==> config.mk <==
export PLATFORM = sky130hd
export DESIGN_NAME = divider
export DESIGN_NICKNAME = d
export VERILOG_FILES = /design/src/rtl/divider.sv
export SDC_FILE = /design/constraint.sdc
export NUM_CORES = 1
export LEC_CHECK = 0
export CORE_MARGIN = 4
export CORE_UTILIZATION = 45
export CTS_CLUSTER_SIZE = 30
export DETAILED_ROUTE_END_ITERATION = 10
export GPL_TIMING_DRIVEN = 0
export PLACE_DENSITY = 0.65
export SYNTH_ARGS = -nofsm -noshare
export SYNTH_HDL_FRONTEND = slang
export SYNTH_SLANG_ARGS = --single-unit
export TNS_END_PERCENT = 5
==> constraint.sdc <==
create_clock -name clock -period 4.2 [get_ports clock]
set_input_delay 1.26 -clock clock [delete_from_list [all_inputs] [get_ports clock]]
set_output_delay 1.26 -clock clock [all_outputs]
set_load 0.02 [all_outputs]
==> src/rtl/divider.sv <==
// Multi-cycle signed restoring divider, one quotient bit per clock.
// Start/done handshake; busy stays high from accept until the done pulse.
// Optional build macro DIVIDER_EARLY_EXIT_EN: when |a| < |b| the iterations
// are skipped and the result (quotient 0, remainder a) is produced in two cycles.
module divider #(
    parameter int n = 8
) (
    input  logic                clock,
    input  logic                reset,
    input  logic                start,
    input  logic signed [n-1:0] a,
    input  logic signed [n-1:0] b,
    output logic signed [n-1:0] quotient,
    output logic signed [n-1:0] remainder,
    output logic                busy,
    output logic                done,
    output logic                div_by_zero
);

    localparam int CW = $clog2(n + 1);

    typedef enum logic [1:0] {IDLE, RUN, FINISH} state_t;

    state_t              state;
    logic signed [n-1:0] a_reg;     // original dividend, returned as remainder on b == 0
    logic        [n-1:0] dvd;       // |a|, shifted out MSB first
    logic        [n-1:0] mag_b;     // |b|
    logic        [n-1:0] qbits;     // unsigned quotient magnitude
    logic        [n-1:0] prem;      // partial remainder, always < |b| <= 2^(n-1)
    logic        [CW-1:0] count;
    logic                sign_q;
    logic                sign_r;
    logic                zero_b;

    logic        [n:0]   shifted;
    logic        [n:0]   trial;
    logic        [n-1:0] mag_a_in;
    logic        [n-1:0] mag_b_in;
    logic                b_zero_in;
    logic                early_in;

    // Unsigned magnitude; the most negative value maps to 2^(n-1), which fits.
    function automatic logic [n-1:0] magnitude(input logic signed [n-1:0] v);
        logic [n-1:0] u;
        u = v;
        return v[n-1] ? (~u + 1'b1) : u;
    endfunction

    // Re-apply a sign to a magnitude, modulo 2^n (gives natural wrap on overflow).
    function automatic logic [n-1:0] apply_sign(input logic [n-1:0] m, input logic neg);
        return neg ? (~m + 1'b1) : m;
    endfunction

    // Operand magnitudes and shortcut decisions evaluated on the accept edge.
    always_comb begin
        mag_a_in  = magnitude(a);
        mag_b_in  = magnitude(b);
        b_zero_in = (b == '0);
`ifdef DIVIDER_EARLY_EXIT_EN
        early_in  = !b_zero_in && (mag_a_in < mag_b_in);
`else
        early_in  = 1'b0;
`endif
    end

    // One restoring step: shift in the next dividend bit, trial-subtract |b|.
    always_comb begin
        shifted = {prem, dvd[n-1]};
        trial   = shifted - {1'b0, mag_b};
    end

    // Control FSM with registered results; count also times the short paths.
    always_ff @(posedge clock or posedge reset) begin
        if (reset) begin
            state       <= IDLE;
            a_reg       <= '0;
            dvd         <= '0;
            mag_b       <= '0;
            qbits       <= '0;
            prem        <= '0;
            count       <= '0;
            sign_q      <= 1'b0;
            sign_r      <= 1'b0;
            zero_b      <= 1'b0;
            quotient    <= '0;
            remainder   <= '0;
            busy        <= 1'b0;
            done        <= 1'b0;
            div_by_zero <= 1'b0;
        end else begin
            case (state)
                IDLE: begin
                    done <= 1'b0;
                    if (start) begin
                        a_reg       <= a;
                        dvd         <= mag_a_in;
                        mag_b       <= mag_b_in;
                        qbits       <= '0;
                        sign_q      <= a[n-1] ^ b[n-1];
                        sign_r      <= a[n-1];
                        zero_b      <= b_zero_in;
                        div_by_zero <= 1'b0;
                        busy        <= 1'b1;
                        if (b_zero_in || early_in) begin
                            // Short path: the remainder is the whole dividend,
                            // and one wait cycle in FINISH aligns done to T+2.
                            prem  <= mag_a_in;
                            count <= CW'(1);
                            state <= FINISH;
                        end else begin
                            prem  <= '0;
                            count <= CW'(n);
                            state <= RUN;
                        end
                    end
                end
                RUN: begin
                    dvd <= {dvd[n-2:0], 1'b0};
                    if (!trial[n]) begin
                        prem  <= trial[n-1:0];
                        qbits <= {qbits[n-2:0], 1'b1};
                    end else begin
                        prem  <= shifted[n-1:0];
                        qbits <= {qbits[n-2:0], 1'b0};
                    end
                    count <= count - CW'(1);
                    if (count == CW'(1)) begin
                        state <= FINISH;
                    end
                end
                FINISH: begin
                    if (count != '0) begin
                        count <= count - CW'(1);
                    end else begin
                        if (zero_b) begin
                            quotient    <= '1;
                            remainder   <= a_reg;
                            div_by_zero <= 1'b1;
                        end else begin
                            quotient    <= signed'(apply_sign(qbits, sign_q));
                            remainder   <= signed'(apply_sign(prem, sign_r));
                        end
                        done  <= 1'b1;
                        busy  <= 1'b0;
                        state <= IDLE;
                    end
                end
                default: begin
                    state <= IDLE;
                    busy  <= 1'b0;
                    done  <= 1'b0;
                end
            endcase
        end
    end

endmodule

==> impl_metrics.py <==
metrics = {
    "yosys": {
        "ys_types": 58,
        "synth-edff-count": 0,
        "synthFlopType": "dfrtp_1",
        "yosysTopAreaCell": "dfrtp_1",
        "synthCells": 446,
        "yosysSeqAreaShare": 0.423,
        "ys_warn_count": 0,
        "syn_nets": 484,
        "async_reset_ff_frac": 1.00,
        "yosysTopAreaCellShare": 0.423,
        "synth_seq_cells": 67,
        "synth_area_um2": 3970,
        "syn_area_per_cell_um2": 8.89,
        "yosys-top-cells-area": "dfrtp_1 (42%), nand2_1 (6.4%), ha_1 (5.7%), o21ai_0 (3.8%), a21oi_1 (3.7%)",
    },
    "routing": {
        "drt_wl_total_um": 9550,
        "wl_per_cell_um": 15.8,
        "vias_per_cell": 5.57,
        "drc": 0,
        "antenna_left": 0,
        "drt_iter0_drc": 145,
        "num_vias": 3356,
        "first_pass_iters": 4,
    },
    "floorplan": {
        "fp.dieH_um": 102,
        "fp.dieW_um": 102,
        "dieArea_um2": 10400,
        "ioPinCount": 38,
        "initial_core_util": 0.473,
        "core_um2": 8380,
        "rows": 33,
    },
    "timing": {
        "setup_viol": 0,
        "hold_viol": 0,
        "tightest_slew_ns": 0.848,
        "timing.final.crit_share": 0.720,
        "period_needed_ns": 3.03,
        "fin_ws_ns": 1.17,
        "final.setup.tns_ns": 0,
        "rsz0062_at_grt": "false",
        "fmaxAchievable_mhz": 330,
        "drv_slew": 0,
        "worst_slew_margin_rel": 0.430,
        "finalClockSkew_ns": 0.00740,
    },
    "final_layout": {
        "mostFrequentLayoutCells": "nand2_1 (68), dfrtp_1 (67), nor2_1 (38)",
        "drive_above_1_share": 0.0622,
        "antennaDiodeCount": 0,
        "fin_nets": 531,
        "mostFrequentLayoutCell": "nand2_1",
        "area_delta_synth_final_pct": 17.7,
    },
    "setup_path": {
        "cp-endpoint": "prem[7]",
        "r2r-start": "prem[0]",
        "crit_fanout": 6,
        "cp-end-kind": "flip-flop",
        "critPathMostFrequentCell": "nor3_1",
        "cp.arrival_ns": 3.30,
        "critPathLaunchType": "input pin",
        "path_class": "in -> reg",
        "crit_chain": "clkdlybuf4s50_1 -> nor3_1 -> nand2b_1 -> nor3_1 -> and3_1 -> a221o_1",
        "max_stage_delay_ns": 0.68,
        "crit_family": "simple AND/OR/NAND/NOR gates",
        "crit_cells": 6,
        "rrSetupSlack_ns": 1.56,
        "crit_buf_inv": 1,
        "startpoint": "b[3]",
        "reg2reg_depth": 8,
        "worstReg2RegEnd": "prem[6]",
        "cp_slowest_cell": "nor3_1",
        "crit_required_ns": 4.48,
    },
    "clocking": {
        "post-cts-setup-buffer-count": 0,
        "cts_max_level": 3,
        "ctsLongestPathBuffers": 2,
        "cts_hold_buf": 0,
        "clk_latency_ns": 0.34,
        "cts-root-buf": "clkbuf_8",
        "post_cts_resize_count": 0,
        "clk_pin_slew_worst_paths_ns": 0.07,
        "cts_buffers": 9,
        "cts.sinks": 67,
        "cts_tree": "yes",
    },
    "global_route": {
        "grtUsageTotal": 0.197,
        "grt_max_degree": 68,
        "grt_antenna_before_repair": 0,
        "overflow": 0,
        "grt_pass1_vias": 3209,
        "grt_pass1_wl_um": 16100,
    },
    "placed_design": {
        "dp_hpwl_um": 7180,
        "gp_congestion": 0.863,
        "place_ws_ns": 0.850,
        "io_buffer_count": 36,
    },
    "power_and_ir_drop": {
        "power_leakage_nw": 2.06,
        "power_density_nw_per_um2": 807,
        "peakVddDrop_uv": 404,
        "p_total_mw": 3.77,
    },
    "min_path": {
        "hp-class": "reg -> reg",
    },
    "status": {
        "status": "complete, no violations",
    },
    "flow_run": {
        "cap_violations": 0,
    },
}
-- metrics by stage --
stage,cell area (µm²),hold slack (ns),std cells,util
global placement,4460,0.458,587,0.532
finish,4670,0.481,603,0.557
CTS,4670,0.482,603,0.557
floorplan,3970,0.445,446,-
global route,4670,0.503,603,0.557
detailed placement,4460,0.463,587,0.532
-- worst min-delay path by stage --
stage / startpoint / to / slack, ns / depth (start not counted)
CTS: a_reg[5] / a_reg[5] / 0.48 / 2
finish: remainder[1] / remainder[1] / 0.48 / 2
global route: a_reg[5] / a_reg[5] / 0.50 / 2
floorplan: a_reg[4] / a_reg[4] / 0.44 / 2
detailed placement: a_reg[5] / a_reg[5] / 0.46 / 2
global placement: a_reg[3] / a_reg[3] / 0.46 / 2
-- cell type report --
type,instances,area [µm²]
Clock inverter,5,77.6
Tap cell,105,131
Inverter,27,104
Multi-Input combinational cell,333,2110
Buffer,19,73.8
Clock buffer,11,131
Timing Repair Buffer,36,360
Sequential cell,67,1680
Fill cell,801,3710
-- cell families after synthesis --
kind of cell | Yosys count | synth area share
muxes | 16 | 0.0429
AOI/OAI and AO/OA | 124 | 0.200
and+or+nand+nor | 148 | 0.171
DFF | 67 | 0.423
xor gates and xnor gates | 26 | 0.0574
adders and majority gates | 19 | 0.0618
buffers and inverters | 46 | 0.0442
-- synthesized netlist by cell type, types with 2 or more instances --
| library cell | n |
|---|---|
| o41ai_1 | 2 |
| a31oi_1 | 8 |
| nor2b_1 | 4 |
| a21oi_1 | 29 |
| a22o_1 | 5 |
| xnor2_1 | 14 |
| nand3_1 | 4 |
| o21a_1 | 2 |
| nor3_1 | 3 |
| mux2i_1 | 14 |
| inv_1 | 26 |
| o31ai_1 | 7 |
| and3_1 | 3 |
| ha_1 | 18 |
| xor2_1 | 12 |
| o21ai_0 | 30 |
| or3_1 | 5 |
| o22ai_1 | 7 |
| o211ai_1 | 3 |
| mux2_4 | 2 |
| nor4_1 | 3 |
| nand2b_1 | 8 |
| buf_2 | 2 |
| a32oi_1 | 2 |
| dfrtp_1 | 67 |
| o21ai_1 | 14 |
| nor2_1 | 38 |
| clkbuf_1 | 17 |
| nand2_1 | 68 |
-- where the power goes --
part	switching [mW]	total, mW	internal [mW]	leakage (nW)
registers	0.195	1.10	0.910	0.848
logic	1.21	2.09	0.882	1.11
clock network	0.242	0.575	0.333	0.103
-- worst min-delay path, cell delays in order (launching register included) --
cell,delay [ns]
dfrtp_1,0.34
nand2_1,0.04
o21ai_0,0.06
-- layer usage --
layer | wire, µm | vias up | share of wire | track usage
met4 | 101 | 0 | 0.011 | 0.0454
met1 | 4600 | 1608 | 0.48 | 0.274
met3 | 477 | 9 | 0.050 | 0.0389
li1 | - | 1658 | - | -
met2 | 4370 | 81 | 0.46 | 0.321
met5 | 0 | - | 0 | 0
No activity file was read; power rests on OpenSTA's default activity.
